### config.mk
export PLATFORM = sky130hd
export DESIGN_NAME = pc_next_gen
export DESIGN_NICKNAME = d
export VERILOG_FILES = /design/src/rtl/pc_next_gen.sv
export SDC_FILE = /design/constraint.sdc
export NUM_CORES = 1
export LEC_CHECK = 0
export ABC_AREA = 1
export CORE_MARGIN = 3
export CORE_UTILIZATION = 40
export DETAILED_ROUTE_END_ITERATION = 16
export PLACE_DENSITY = 0.61
export SYNTH_ARGS = -nofsm -noshare
export SYNTH_HDL_FRONTEND = slang
export SYNTH_SLANG_ARGS = --single-unit
### constraint.sdc
create_clock -name clk -period 4.1 [get_ports clk]
set_input_delay 0.615 -clock clk [delete_from_list [all_inputs] [get_ports clk]]
set_output_delay 0.615 -clock clk [all_outputs]
set_load 0.05 [all_outputs]
### src/rtl/pc_next_gen.sv
// Fetch program counter with redirect/stall priority and a circular return-address stack.
// pc updates one edge after controls are sampled; npc is combinational from pc only.
module pc_next_gen #(
   parameter int unsigned        PC_W      = 16,
   parameter logic [PC_W-1:0]    RST_VEC   = '0,
   parameter int unsigned        INC       = 1,
   parameter int unsigned        RAS_DEPTH = 4
) (
   input  logic            clk,
   input  logic            reset,
   input  logic            stall,
   input  logic            redirect_valid,
   input  logic [PC_W-1:0] redirect_pc,
   input  logic            call_valid,
   input  logic [PC_W-1:0] call_target,
   input  logic            ret_valid,
   output logic [PC_W-1:0] pc,
   output logic [PC_W-1:0] npc,
   output logic            pc_valid,
   output logic            ras_empty,
   output logic            ras_full,
   output logic            ras_ovf,
   output logic            ras_unf
);

   localparam int unsigned PTR_W = $clog2(RAS_DEPTH);
   localparam int unsigned CNT_W = PTR_W + 1;
   localparam logic [PTR_W-1:0] PTR_ONE = 1;
   localparam logic [CNT_W-1:0] CNT_ONE = 1;
   localparam logic [CNT_W-1:0] CNT_MAX = CNT_W'(RAS_DEPTH);

   logic [PC_W-1:0]  pc_q, pc_d;
   logic             pc_valid_q, pc_valid_d;
   logic [CNT_W-1:0] cnt_q, cnt_d;
   logic [PTR_W-1:0] top_q, top_d;
   logic             ovf_q, ovf_d;
   logic             unf_q, unf_d;
   logic             wr_en;
   logic [PTR_W-1:0] wr_idx;
   logic [PC_W-1:0]  ras_q [RAS_DEPTH];
   logic             empty, full;

   // top_q names the next free slot; the top entry lives at top_q-1.
   assign npc   = pc_q + PC_W'(INC);
   assign empty = (cnt_q == '0);
   assign full  = (cnt_q == CNT_MAX);

   always_comb begin
      pc_d       = pc_q;
      pc_valid_d = 1'b1;
      cnt_d      = cnt_q;
      top_d      = top_q;
      ovf_d      = ovf_q;
      unf_d      = 1'b0;
      wr_en      = 1'b0;
      wr_idx     = top_q;
      if (!pc_valid_q) begin
         pc_d = pc_q;
      end else if (redirect_valid) begin
         pc_d = redirect_pc;
      end else if (stall) begin
         pc_d = pc_q;
      end else if (call_valid && ret_valid && !empty) begin
         pc_d   = call_target;
         wr_en  = 1'b1;
         wr_idx = top_q - PTR_ONE;
      end else if (call_valid) begin
         // A push onto a full stack lands on the oldest slot and wraps the pointer.
         pc_d   = call_target;
         wr_en  = 1'b1;
         wr_idx = top_q;
         top_d  = top_q + PTR_ONE;
         if (full) begin
            ovf_d = 1'b1;
         end else begin
            cnt_d = cnt_q + CNT_ONE;
         end
      end else if (ret_valid) begin
         if (!empty) begin
            pc_d  = ras_q[top_q - PTR_ONE];
            top_d = top_q - PTR_ONE;
            cnt_d = cnt_q - CNT_ONE;
         end else begin
            pc_d  = npc;
            unf_d = 1'b1;
         end
      end else begin
         pc_d = npc;
      end
   end

   always_ff @(posedge clk or negedge reset) begin
      if (!reset) begin
         pc_q       <= RST_VEC;
         pc_valid_q <= 1'b0;
         cnt_q      <= '0;
         top_q      <= '0;
         ovf_q      <= 1'b0;
         unf_q      <= 1'b0;
      end else begin
         pc_q       <= pc_d;
         pc_valid_q <= pc_valid_d;
         cnt_q      <= cnt_d;
         top_q      <= top_d;
         ovf_q      <= ovf_d;
         unf_q      <= unf_d;
      end
   end

   always_ff @(posedge clk) begin
      if (wr_en) begin
         ras_q[wr_idx] <= npc;
      end
   end

   assign pc        = pc_q;
   assign pc_valid  = pc_valid_q;
   assign ras_empty = empty;
   assign ras_full  = full;
   assign ras_ovf   = ovf_q;
   assign ras_unf   = unf_q;

endmodule

# --- Word-level counts from Yosys, hierarchy flattened ---
# Memories as Yosys holds them, arrays and structs flattened.
# Cells that the tools add are included.
word_totals:
  reg_bits: 24
  ramBits: 64
  inputBits: 38
  output_inout_bits: 37
  wordCells: 59
  mem_count: 1
op_classes:
  n_addsub: 5
  n_eq_ne: 4
  n_mux: 31
  bitwise_logic: 3
  n_reduce_logical: 9
mem_list:
  columns: ["name", "depth", "width", "read_ports", "rd_ports_with_merged_regs", "wr", "line_no", "source"]
  rows:
  - ["ras_q", 4, 16, 1, 0, 1, "40", "logic [PC_W-1:0] ras_q [RAS_DEPTH];"]
op_table:
  columns: ["op", "n"]
  rows:
  - ["$mux W16", 6]
  - ["$add A16 B1 Y16 const B", 1]
  - ["$mux W1", 14]
  - ["$mux W2", 7]
  - ["$mux W3", 4]
  - ["$reduce_and A6 Y1", 2]
  - ["$reduce_and A7 Y1", 1]
  - ["$ne A2 B2 Y1 const B", 2]
  - ["$add A3 B1 Y3 const B", 1]
  - ["$eq A3 B3 Y1 const B", 1]
  - ["$logic_not A3 Y1", 1]
  - ["$not A1 Y1", 3]
  - ["$sub A3 B1 Y3 const B", 1]
  - ["$add A2 B1 Y2 const B", 1]
  - ["$logic_and A1 B1 Y1", 2]
  - ["$ne A2 B1 Y1 const B", 1]
  - ["$reduce_and A2 Y1", 1]
  - ["$reduce_bool A2 Y1", 1]
  - ["$sub A2 B1 Y2 const B", 1]
  - ["$logic_not A1 Y1", 1]

# --- Longest topological paths before layout ---
depth:
  depth_word: 9
  ltp_mapped: 11
  ltp_nobuf: 11

# --- Least setup slack after synthesis ---
# Ideal clock, no wire load.
synth_path:
  path_type: "reg2out"
  start: "reg pc_q[0] (netlist: pc[0])"
  end: "out npc[15]"
  arrival_time_ns: 2.024
  required_ns: 3.485
  slack_ns: 1.461
  path_stages_with_launch: 6
  path_buffers: 0
  cell_sequence: "dfrtp_1 inv_1 nor2_1 nand2_1 o21ai_0 nand2_1"
synth_between:
  elab_chain_len: 1
synth_lines:
  columns: ["element", "line_no", "source"]
  rows:
  - ["start, declared", "32", "logic [PC_W-1:0] pc_q, pc_d;"]
  - ["start signal, assigned", "101", "pc_q <= pc_d;"]
  - ["$add A16 B1 Y16", "44", "assign npc = pc_q + PC_W'(INC);"]
  - ["end, declared", "18", "output logic [PC_W-1:0] npc,"]
# Every way passes these cells.

# --- Worst setup path in the final report ---
layout_path:
  start: "reg pc_q[1] (netlist: pc[1])"
  end: "out npc[10]"
# The elaborated chain is that of the path after synthesis.

==> run_results.csv <==
group,metric,value,unit
run_status,outcome,"finished, final reports clean",
critical_path,cp.arrival,2790,ps
sta,period_needed,3400,ps
detailed_routing,drt_pre_antenna_iters,4,
job,max_cap_violations,0,
die,rows,37,
critical_path,critPathMaxFanout,6,
detailed_routing,drt-vias-per-instance,5.28,
sta,skew,10.8,ps
critical_path,worst-setup-path-type,"flip-flop to output port",
pwr,p_switching,0.00138,W
sta,fmaxAchievable,294,MHz
synthesis,postSynthRegisterBits,88,
pwr,max-vdd-ir-drop,0.366,mV
clocking,clkLatencyLatePin,360,ps
synthesis,syn-num-nets,535,
synthesis,ys_async_sr_fraction,27.3,%
pwr,clock_power_share,23.3,%
clocking,cts.path.max_buffers,2,
pwr,switching_share,41.4,%
synthesis,prevailing_post_synth_register_cell,"sky130_fd_sc_hd__edfxtp_1",
global_routing,via_count_of_the_first_global_routing_pass,3648,
clocking,postCtsSetupBuffers,0,
global_routing,residual_overflow_from_global_routing,0,
critical_path,cp.required,3480,ps
synthesis,synthesis.yosys.warnings,0,
die,die_w,112,um
critical_path,r2r.worst_path.cells,7,
critical_path,timing.critical_path.cells,"ha_1 > nand3_1 > inv_1 > nand4_1 > nand2_1 > clkdlybuf4s50_1",
global_routing,grt_max_degree,27,
hold_path,worstHoldPathCells,1,
clocking,clk_transition_reported_paths,90,ps
placement,io_buffers,74,
pwr,seq_power_share,35.7,%
synthesis,post_synth_num_cell_types,37,
final_layout,final_net_count,614,
die,core_area,10600,um2
synthesis,synthCells,495,
clocking,clock_sinks,88,
critical_path,critPathMaxStageDelay,870,ps
sta,whs,501,ps
sta,report.final.slew_viol_count,0,
die,io_pins,75,
pwr,cell_internal_pwr,0.00195,W
final_layout,antenna_cells,0,
sta,final-setup-viol-count,0,
detailed_routing,route.detailed.wl_per_inst,17.8,um
synthesis,ys_seq_area_share,56.4,%
placement,pre_cts_ws,1150,ps
synthesis,synth_area,4470,um2
synthesis,synth_enable_flop_cells,64,
die,floorplan.die_area,12500,um2
sta,min_period_over_period,82.9,%
synthesis,syn-mean-instance-area,9.03,um2
pwr,cellPowerDensity,595,nW/um2
sta,grt_setup_unrepaired,"no",
die,die_y,112,um
clocking,postCtsHoldBufs,0,
clocking,tritoncts.num_buffers,9,
clocking,post_cts_resize_count,0,
critical_path,cpMaxStageDelayCell,"sky130_fd_sc_hd__clkdlybuf4s50_1",
hold_path,timing.hold.worst.start,"ras_ovf",
detailed_routing,route.vias.total,3773,
sta,worst_pin_slew,719,ps
critical_path,setup.worst_path.end_class,"output port",
sta,setup-tns-final,0,ps
detailed_routing,postRouteAntennaNets,0,
critical_path,worstReg2RegStart,"top_q[1]",
final_layout,syn_to_final_growth,25.4,%
placement,place_congestion,0.871,
sta,final_critical_path_setup_slack,700,ps
clocking,cts_tree,"done",
global_routing,global_route_wire_length_before_repair,20000,um
clocking,ctsHtreeMaxLevel,3,
sta,slew-limit-headroom,51.9,%
clocking,cts_root_buffer,"sky130_fd_sc_hd__clkbuf_8",
detailed_routing,drt_iter0_markers,308,
hold_path,hold_class,"flip-flop to flip-flop",
die,floorplan.initialDensity,42.2,%
detailed_routing,post-route-drc-count,0,
critical_path,cp-start-kind,"flip-flop",
global_routing,antenna_violations_before_repair,0,
global_routing,grt_total_usage,20.7,%
pwr,total_leakage_power,2.31,nW
pwr,report.power.total,0.00334,W
detailed_routing,postRouteWirelength,12700,um
sta,hold_viol,0,
final_layout,layout-drive-gt1-share,9.67,%
critical_path,crit_start,"pc[1]",
pwr,combinational_power_share,40.9,%
placement,detailed_place_hpwl,8970,um
critical path, delay by kind of cell (launching register included):
kind                       cells  cell delay (ps)
buffers and inverters          2             1080
adders and majority gates      1              240
DFF                            1              470
and+or+nand+nor                3              650
registers in the layout, summed over array words and instances (netlist names):
register  cells
cnt_q         3
pc           16
pc_valid      1
ras_ovf       1
ras_q        64
ras_unf       1
top_q         2
Yosys cell counts, types with 3 or more instances:
library cell	number	share of area, %
sky130_fd_sc_hd__inv_2	6	0.50
sky130_fd_sc_hd__xor2_1	6	1.2
sky130_fd_sc_hd__nand3_2	5	1.1
sky130_fd_sc_hd__o21ai_1	5	0.56
sky130_fd_sc_hd__clkbuf_1	3	0.25
sky130_fd_sc_hd__buf_2	7	0.78
sky130_fd_sc_hd__nand2_1	129	11
sky130_fd_sc_hd__buf_6	5	1.3
sky130_fd_sc_hd__inv_1	32	2.7
sky130_fd_sc_hd__o21ai_0	23	2.6
sky130_fd_sc_hd__nand3_1	33	3.7
sky130_fd_sc_hd__nand2_4	3	0.76
sky130_fd_sc_hd__nand4_1	7	0.98
sky130_fd_sc_hd__a21oi_2	4	0.78
sky130_fd_sc_hd__edfxtp_1	64	43
sky130_fd_sc_hd__nor2_1	78	6.5
sky130_fd_sc_hd__dfrtp_1	24	13
sky130_fd_sc_hd__a21oi_1	34	3.8
placed cells by master (no fill, tap or decap), drive strengths merged:
cell           synthesis  routed
o21bai                 1       1
or2                    1       1
ha                     1       1
dfrtp                 24      24
a21oi                 38      38
xor2                   6       6
clkbuf                 3      11
clkdlybuf4s50          0      74
nor3                   4       4
fa                     1       1
inv                   39      39
buf                   14      11
nand3                 38      38
edfxtp                64      64
conb                   1       1
nand3b                 2       2
bufinv                 0       4
clkinv                 0       1
o211ai                 1       1
nand4                  7       7
a21o                   2       2
xnor2                  2       2
nand2                134     134
o21ai                 30      30
nor2                  82      82
metrics by stage:
stage | instance area [um2] | instances | utilization [%]
after floorplan | 4470 | 495 | -
after global placement | 5350 | 699 | 50.4
after detailed placement | 5350 | 699 | 50.4
after CTS | 5610 | 715 | 52.9
after global routing | 5610 | 715 | 52.9
final | 5610 | 715 | 52.9
power groups by stage:
stage                     sequential, W  clock, W  combinational, W
final                           0.00119  0.000778           0.00137
after global routing            0.00121  0.000824           0.00148
after CTS                       0.00119  0.000787           0.00137
after detailed placement        0.00121         0           0.00136
after global placement          0.00121         0           0.00135
after floorplan                 0.00129         0          0.000849
area by class of cell:
cell class                      count  area, um2
Sequential cell                    88       2520
Timing Repair Buffer               85        823
Multi-Input combinational cell    351       1680
Inverter                           39        149
Tap cell                          136        170
Clock inverter                      5        129
Fill cell                         968       4990
Clock buffer                       11        131
worst paths after layout:
kind	slack [ps]	end
min in group asynchronous	630	cnt_q[2]
worst min register to register	500	ras_ovf
worst max register to register	1560	ras_q[0][3]
worst max-delay path	700	npc[10]
worst min-delay path	500	ras_ovf
max in group asynchronous	3190	pc[7]
cell families (layout without fill, tap and decap cells):
family | Yosys count | after routing | share of synthesized area, %
AOI/OAI and AO/OA | 72 | 72 | 8.79
and+or+nand+nor | 268 | 268 | 26.3
other | 1 | 1 | 0.0839
xor gates and xnor gates | 8 | 8 | 1.74
buffers and inverters | 56 | 140 | 5.96
DFF | 88 | 88 | 56.4
adders and majority gates | 2 | 2 | 0.728
per-layer routing:
layer  part of all wire, %  up-vias  global-route usage [%]
met4                   2.1        0                    7.22
met3                   7.0       20                    4.02
met5                     0        -                       0
met2                    46      161                    32.8
li1                      -     1801                       -
met1                    45     1791                    28.6
Power figures use the tool's default switching activity.
==> RTL change 1, RTL diff (config.mk and constraints unchanged) <==
Change the parameter `RAS_DEPTH` from 4 to 8.
--- a/src/rtl/pc_next_gen.sv
+++ b/src/rtl/pc_next_gen.sv
@@ -5,5 +5,5 @@
    parameter logic [PC_W-1:0]    RST_VEC   = '0,
    parameter int unsigned        INC       = 1,
-   parameter int unsigned        RAS_DEPTH = 4
+   parameter int unsigned        RAS_DEPTH = 8
 ) (
    input  logic            clk,
Check against the original RTL: not equivalent (a bounded check fails within 10 cycles, from zero or initial values and one cycle with reset low).
==> RTL change 1 against the original RTL <==
Fmax down 4.2%. Count of clock-buffer cells in the layout rose by 10. Critical path type unchanged. Total power grew 74%. Utilization fell by 3.3 points. Highest routed layer unchanged. Combinational power up 82%. First-iteration DRC count grew 71%. Die area rose by 55%. Via count is 43% higher. Area after synthesis up 58%. Cell area grew 53%. Worst setup slack lost 150 ps. Hold slack worse by 6.1 ps. Sequential cell count increased by 66. Routed wire length is 42% higher.
==> RTL change 1: results (changes against the original RTL) <==
The run gives 3.293 nW (+42%) as the leakage power. The number of buffers between clock root and the deepest sink was 2 (unchanged); the met3 routed wirelength was 1233 um (+39%). The proportion of synthesized chip area in sequential cells was 63.47% (+7.1 points). In this run the top signal layer used is met4. The number of nets in the synthesized netlist is 753 (+41%), and the number of buffers inserted to repair setup after CTS is 0 (unchanged). The number of detailed-routing iterations run before antenna repair was 5 (+1); the final antenna diode count was 0 (unchanged). The number of enable-type register cells in the synthesized netlist is 128 (+100%), and the pin count of the biggest net entering global routing is 67 (+150%). ras_q holds more flip-flops than any other register.

Total length of routed met2 wires: 8769 um (+50%). The flow ran to the end, and the final reports show no timing, DRC or antenna violations. The critical path arrival came out at 2940 ps (+150 ps). The run gives 0 (unchanged) as the initial antenna violation count.

Worst hold-check path type: reg -> reg. The logs give 18140 um (+42%) for the total wire length and 527 (+71%) for the initial DRC count. Slew at the pin with the worst max-slew slack: 1181 ps (+462.0 ps). The quantity of I/O buffers inserted on ports works out to 74 (unchanged). The number of global-route vias before repair is 5117 (+40%), and the global-route wire length before repair is 28570 um (+43%). The global router's overall resource usage was 18.85% (-1.9 points).

By count the netlist is led by sky130_fd_sc_hd__nand2_1 (186), sky130_fd_sc_hd__nand3_1 (137), sky130_fd_sc_hd__edfxtp_1 (128). The fraction of layout cells with a size suffix above 1 is 7.090% (-2.6 points), and the share of async-settable or async-resettable flops after synthesis is 16.88% (-10 points). The total of cells resized after clock tree synthesis came out at 0 (unchanged).

The tools report the post-detailed-placement cell area as 0.008088 mm2 (+51%). The post-place setup slack is 933.1 ps (-221.1 ps), and the clock insertion delay at the later pin of the skew report is 420 ps (+60 ps). The via count is 5378 (+43%), and the flip-flop count of the largest register after layout is 128 (+100%).

The tools report the highest ir drop seen on vdd as 0.4624 mV (+26%). In this run the clock root is driven by a sky130_fd_sc_hd__clkbuf_16. By area the synthesized netlist is led by sky130_fd_sc_hd__edfxtp_1 (54%), sky130_fd_sc_hd__nand2_1 (9.9%), sky130_fd_sc_hd__nand3_1 (9.7%), sky130_fd_sc_hd__dfrtp_1 (9.2%), sky130_fd_sc_hd__nor2_1 (3.6%). The wire length on met1 was 7851 um (+37%); the highest fanout seen on the critical path was 9 (+3). The total of warnings raised by yosys is 0 (unchanged).

The global placement routability congestion came out at 0.9107 (+4.5%). The clock skew came out at 7.792 ps (-2.982 ps). For the number of distinct library cells after synthesis, the log shows 35 (-5.4%). The final net count is 835 (+36%). The run gives 4 (+1) as the H-tree depth.

The total clock buffers created by CTS was 17 (+8); the clock slew at the register clock pins of the worst setup and hold paths was 60 ps (-30 ps). The HPWL after detailed placement was 11860 um (+32%).
[RTL change 1: kinds of logic (layout without fill, tap and decap cells)]
logic type | count (synthesis) | in the layout | share of synthesized area [%]
xor+xnor | 12 | 12 | 1.591
simple gates | 403 | 403 | 24.35
buf+inv | 69 | 164 | 4.471
compound gates | 64 | 64 | 4.895
flops | 154 | 154 | 63.47
fa+ha+maj | 6 | 6 | 1.166
other cells | 1 | 1 | 0.05296
[RTL change 1: area by class of cell]
class | count | area, um2
inverter | 36 | 135.1
timing repair buffer | 96 | 905.9
tap | 225 | 281.5
clock inverter | 11 | 56.30
clock buffer | 21 | 440.4
fill | 1535 | 8712
sequential | 154 | 4496
multi-input combinational | 486 | 2270
[RTL change 1: worst paths after layout]
check / slack [ps] / end / cells past startpoint / startpoint
worst min-delay path: 490 / ras_ovf / 1 / ras_ovf
worst max-delay path: 550 / npc[8] / 7 / pc[0]
worst min register to register: 490 / ras_ovf / 1 / ras_ovf
worst max register to register: 1520 / ras_q[2][15] / 10 / top_q[1]
min in group asynchronous: 670 / pc[12] / 1 / reset
max in group asynchronous: 2750 / top_q[0] / 2 / reset
[RTL change 1: metrics by stage]
step	utilization (%)	cells	power, mW
after floorplan	-	709	3.767
after global placement	46.76	997	4.453
after detailed placement	46.76	997	4.510
after CTS	49.63	1029	5.849
after global routing	49.63	1029	6.175
final	49.63	1029	5.814
[RTL change 1: worst max-delay path, stage by stage, from the launching register on]
cell and delay (ps):
sky130_fd_sc_hd__dfrtp_1 440, sky130_fd_sc_hd__ha_1 220, sky130_fd_sc_hd__nand3_1 180, sky130_fd_sc_hd__inv_1 140
sky130_fd_sc_hd__nand2_1 100, sky130_fd_sc_hd__or2_2 300, sky130_fd_sc_hd__nand2_1 270, sky130_fd_sc_hd__clkdlybuf4s50_1 880
[RTL change 1: report_power, final]
group / switching [mW] / leakage, nW / total, mW / internal, mW
sequential: 0.106 / 1.45 / 1.99 / 1.89
combinational: 1.75 / 1.61 / 2.49 / 0.734
clock: 0.576 / 0.236 / 1.33 / 0.758
total: 2.44 / 3.29 / 5.81 / 3.38
[RTL change 1: layer usage]
layer	vias up	global-route usage, %
met5	-	0
met4	0	6.746
met3	22	3.828
met2	198	30.99
met1	2561	24.97
li1	2597	-
==> RTL change 2, RTL diff (config.mk and constraints unchanged) <==
Without the edit above. Reset style: synchronous (`reset`), changed in one clocked block.
--- a/src/rtl/pc_next_gen.sv
+++ b/src/rtl/pc_next_gen.sv
@@ -90,5 +90,5 @@
    end
 
-   always_ff @(posedge clk or negedge reset) begin
+   always_ff @(posedge clk) begin
       if (!reset) begin
          pc_q       <= RST_VEC;
Function: differs if reset is asserted again (counterexample within 4 cycles, from zero or initial values and one cycle with reset low); with reset held inactive, the same outputs for 4 cycles.
==> RTL change 2 against the original RTL <==
Cell area decreased by 2.0%. Sequential cell count unchanged. Worst setup slack gained 220 ps. Utilization decreased by 2.4 points. Hold slack improved by 3.6 ps. Synthesized cell count up 5.9%. Area after synthesis increased by 0.17%. Count of clock-buffer cells in the layout did not move. Critical path depth increased by 2. Die area rose by 0.15%. Routed wire length down 6.6%. Critical endpoint unchanged.
Power is not compared: it rests on default switching activity, and its combinational part moved more than twofold at a synthesized area within 25%.
==> RTL change 2: results (changes against the original RTL) <==
The flow ran to the end, and the final reports show no timing, DRC or antenna violations. In this run the critical register-to-register path is launched from pc_valid. The worst hold slack was 504.6 ps (+3.600 ps). The run gives 8541 um (-4.7%) as the HPWL after detailed placement. Endpoint of the worst-slack reg-to-reg timing path: ras_q[3][10]. The pin count of the biggest net entering global routing is 37 (+37%), and the count of placed standard cells in the final layout, fillers left out is 742 (+3.8%).

The proportion of synthesized chip area in sequential cells is 53.65% (-2.8 points), and the cell total after placement is 726 (+3.9%). Ranked by instance count, the synthesized netlist is headed by sky130_fd_sc_hd__nand2_1 (175), sky130_fd_sc_hd__edfxtp_1 (64), sky130_fd_sc_hd__nor2_1 (51). The run gives 637 (+3.7%) as the final net count. The path with the worst hold slack has its endpoint at ras_ovf. The worst reg-to-reg setup slack was 2140 ps (+580 ps). The cell count of the worst hold path is 2 (+1).

Cell count after synthesis: 524 (+5.9%). The logs give 1038 (+7.2%) for the number of filler cells placed in the layout and 19.99% (-0.75 points) for the global router's overall resource usage. The number of nets in the synthesized netlist is 564 (+5.4%), and the critical path arrival is 2560 ps (-230 ps). The share of async-settable or async-resettable flops after synthesis was 0% (-27 points); the clock skew was 11.10 ps (+0.3238 ps). The number of global-route vias before repair was 3728 (+2.2%); the initial DRC count was 273 (-11%). The largest stage delay on the critical path is 840 ps (-30 ps), and the post-detailed-placement cell area is 0.005304 mm2 (-0.80%). The global placement routability congestion is 0.8949 (+2.7%), and the clock slew at the register clock pins of the worst setup and hold paths is 90 ps (about the same).

The post-place setup slack is 1238 ps (+83.56 ps), and the average wire length per cell after detail routing is 16.04 um (-10%). For the worst-case headroom to the max-slew limit, the log shows 53.75% (+1.8 points).
## RTL change 2: cell types whose count changed after synthesis, moves of 2 or more
cell,before,now
sky130_fd_sc_hd__a21oi_2,4,2
sky130_fd_sc_hd__nand4_1,7,10
sky130_fd_sc_hd__nor2_1,78,51
sky130_fd_sc_hd__o21ai_2,2,0
sky130_fd_sc_hd__nand3_2,5,3
sky130_fd_sc_hd__nand2_1,129,175
sky130_fd_sc_hd__buf_6,5,3
sky130_fd_sc_hd__inv_1,32,39
sky130_fd_sc_hd__clkbuf_1,3,1
sky130_fd_sc_hd__o21ai_1,5,1
sky130_fd_sc_hd__dfrtp_1,24,0
sky130_fd_sc_hd__nand3_1,33,38
sky130_fd_sc_hd__dfxtp_1,0,24
## RTL change 2: final cells by class
cell class | instances | area (um2) | area share (%)
clock buffer | 11 | 131.4 | 2.391
clock inverter | 5 | 60.06 | 1.093
inverter | 48 | 187.7 | 3.415
multi-input combinational | 370 | 1753 | 31.90
sequential | 88 | 2402 | 43.72
tap | 140 | 175.2 | 3.188
timing repair buffer | 80 | 785.8 | 14.30
## RTL change 2: layer usage
layer	global-route usage (%)	part of all wire, %
met3	4.783	5.5
met4	5.434	1.2
met1	27.76	46
met2	31.49	47
met5	0	0
## RTL change 2: how the worst max path moves through the flow
stage                    start          end  slack, ps
global route             pc[0]      npc[10]        680
CTS                      pc[0]      npc[10]        890
detailed placement  call_valid  ras_q[3][7]       1240
finish                   pc[0]      npc[10]        920
floorplan                pc[0]      npc[15]       1530
global placement         pc[0]      npc[10]       1330
## RTL change 2: worst register-to-register path, delay by kind of cell (launching register included)
| family | cells | cell delay (ps) |
|---|---|---|
| simple gates | 5 | 780 |
| flops | 1 | 450 |
| xor+xnor | 1 | 150 |
| buf+inv | 1 | 260 |
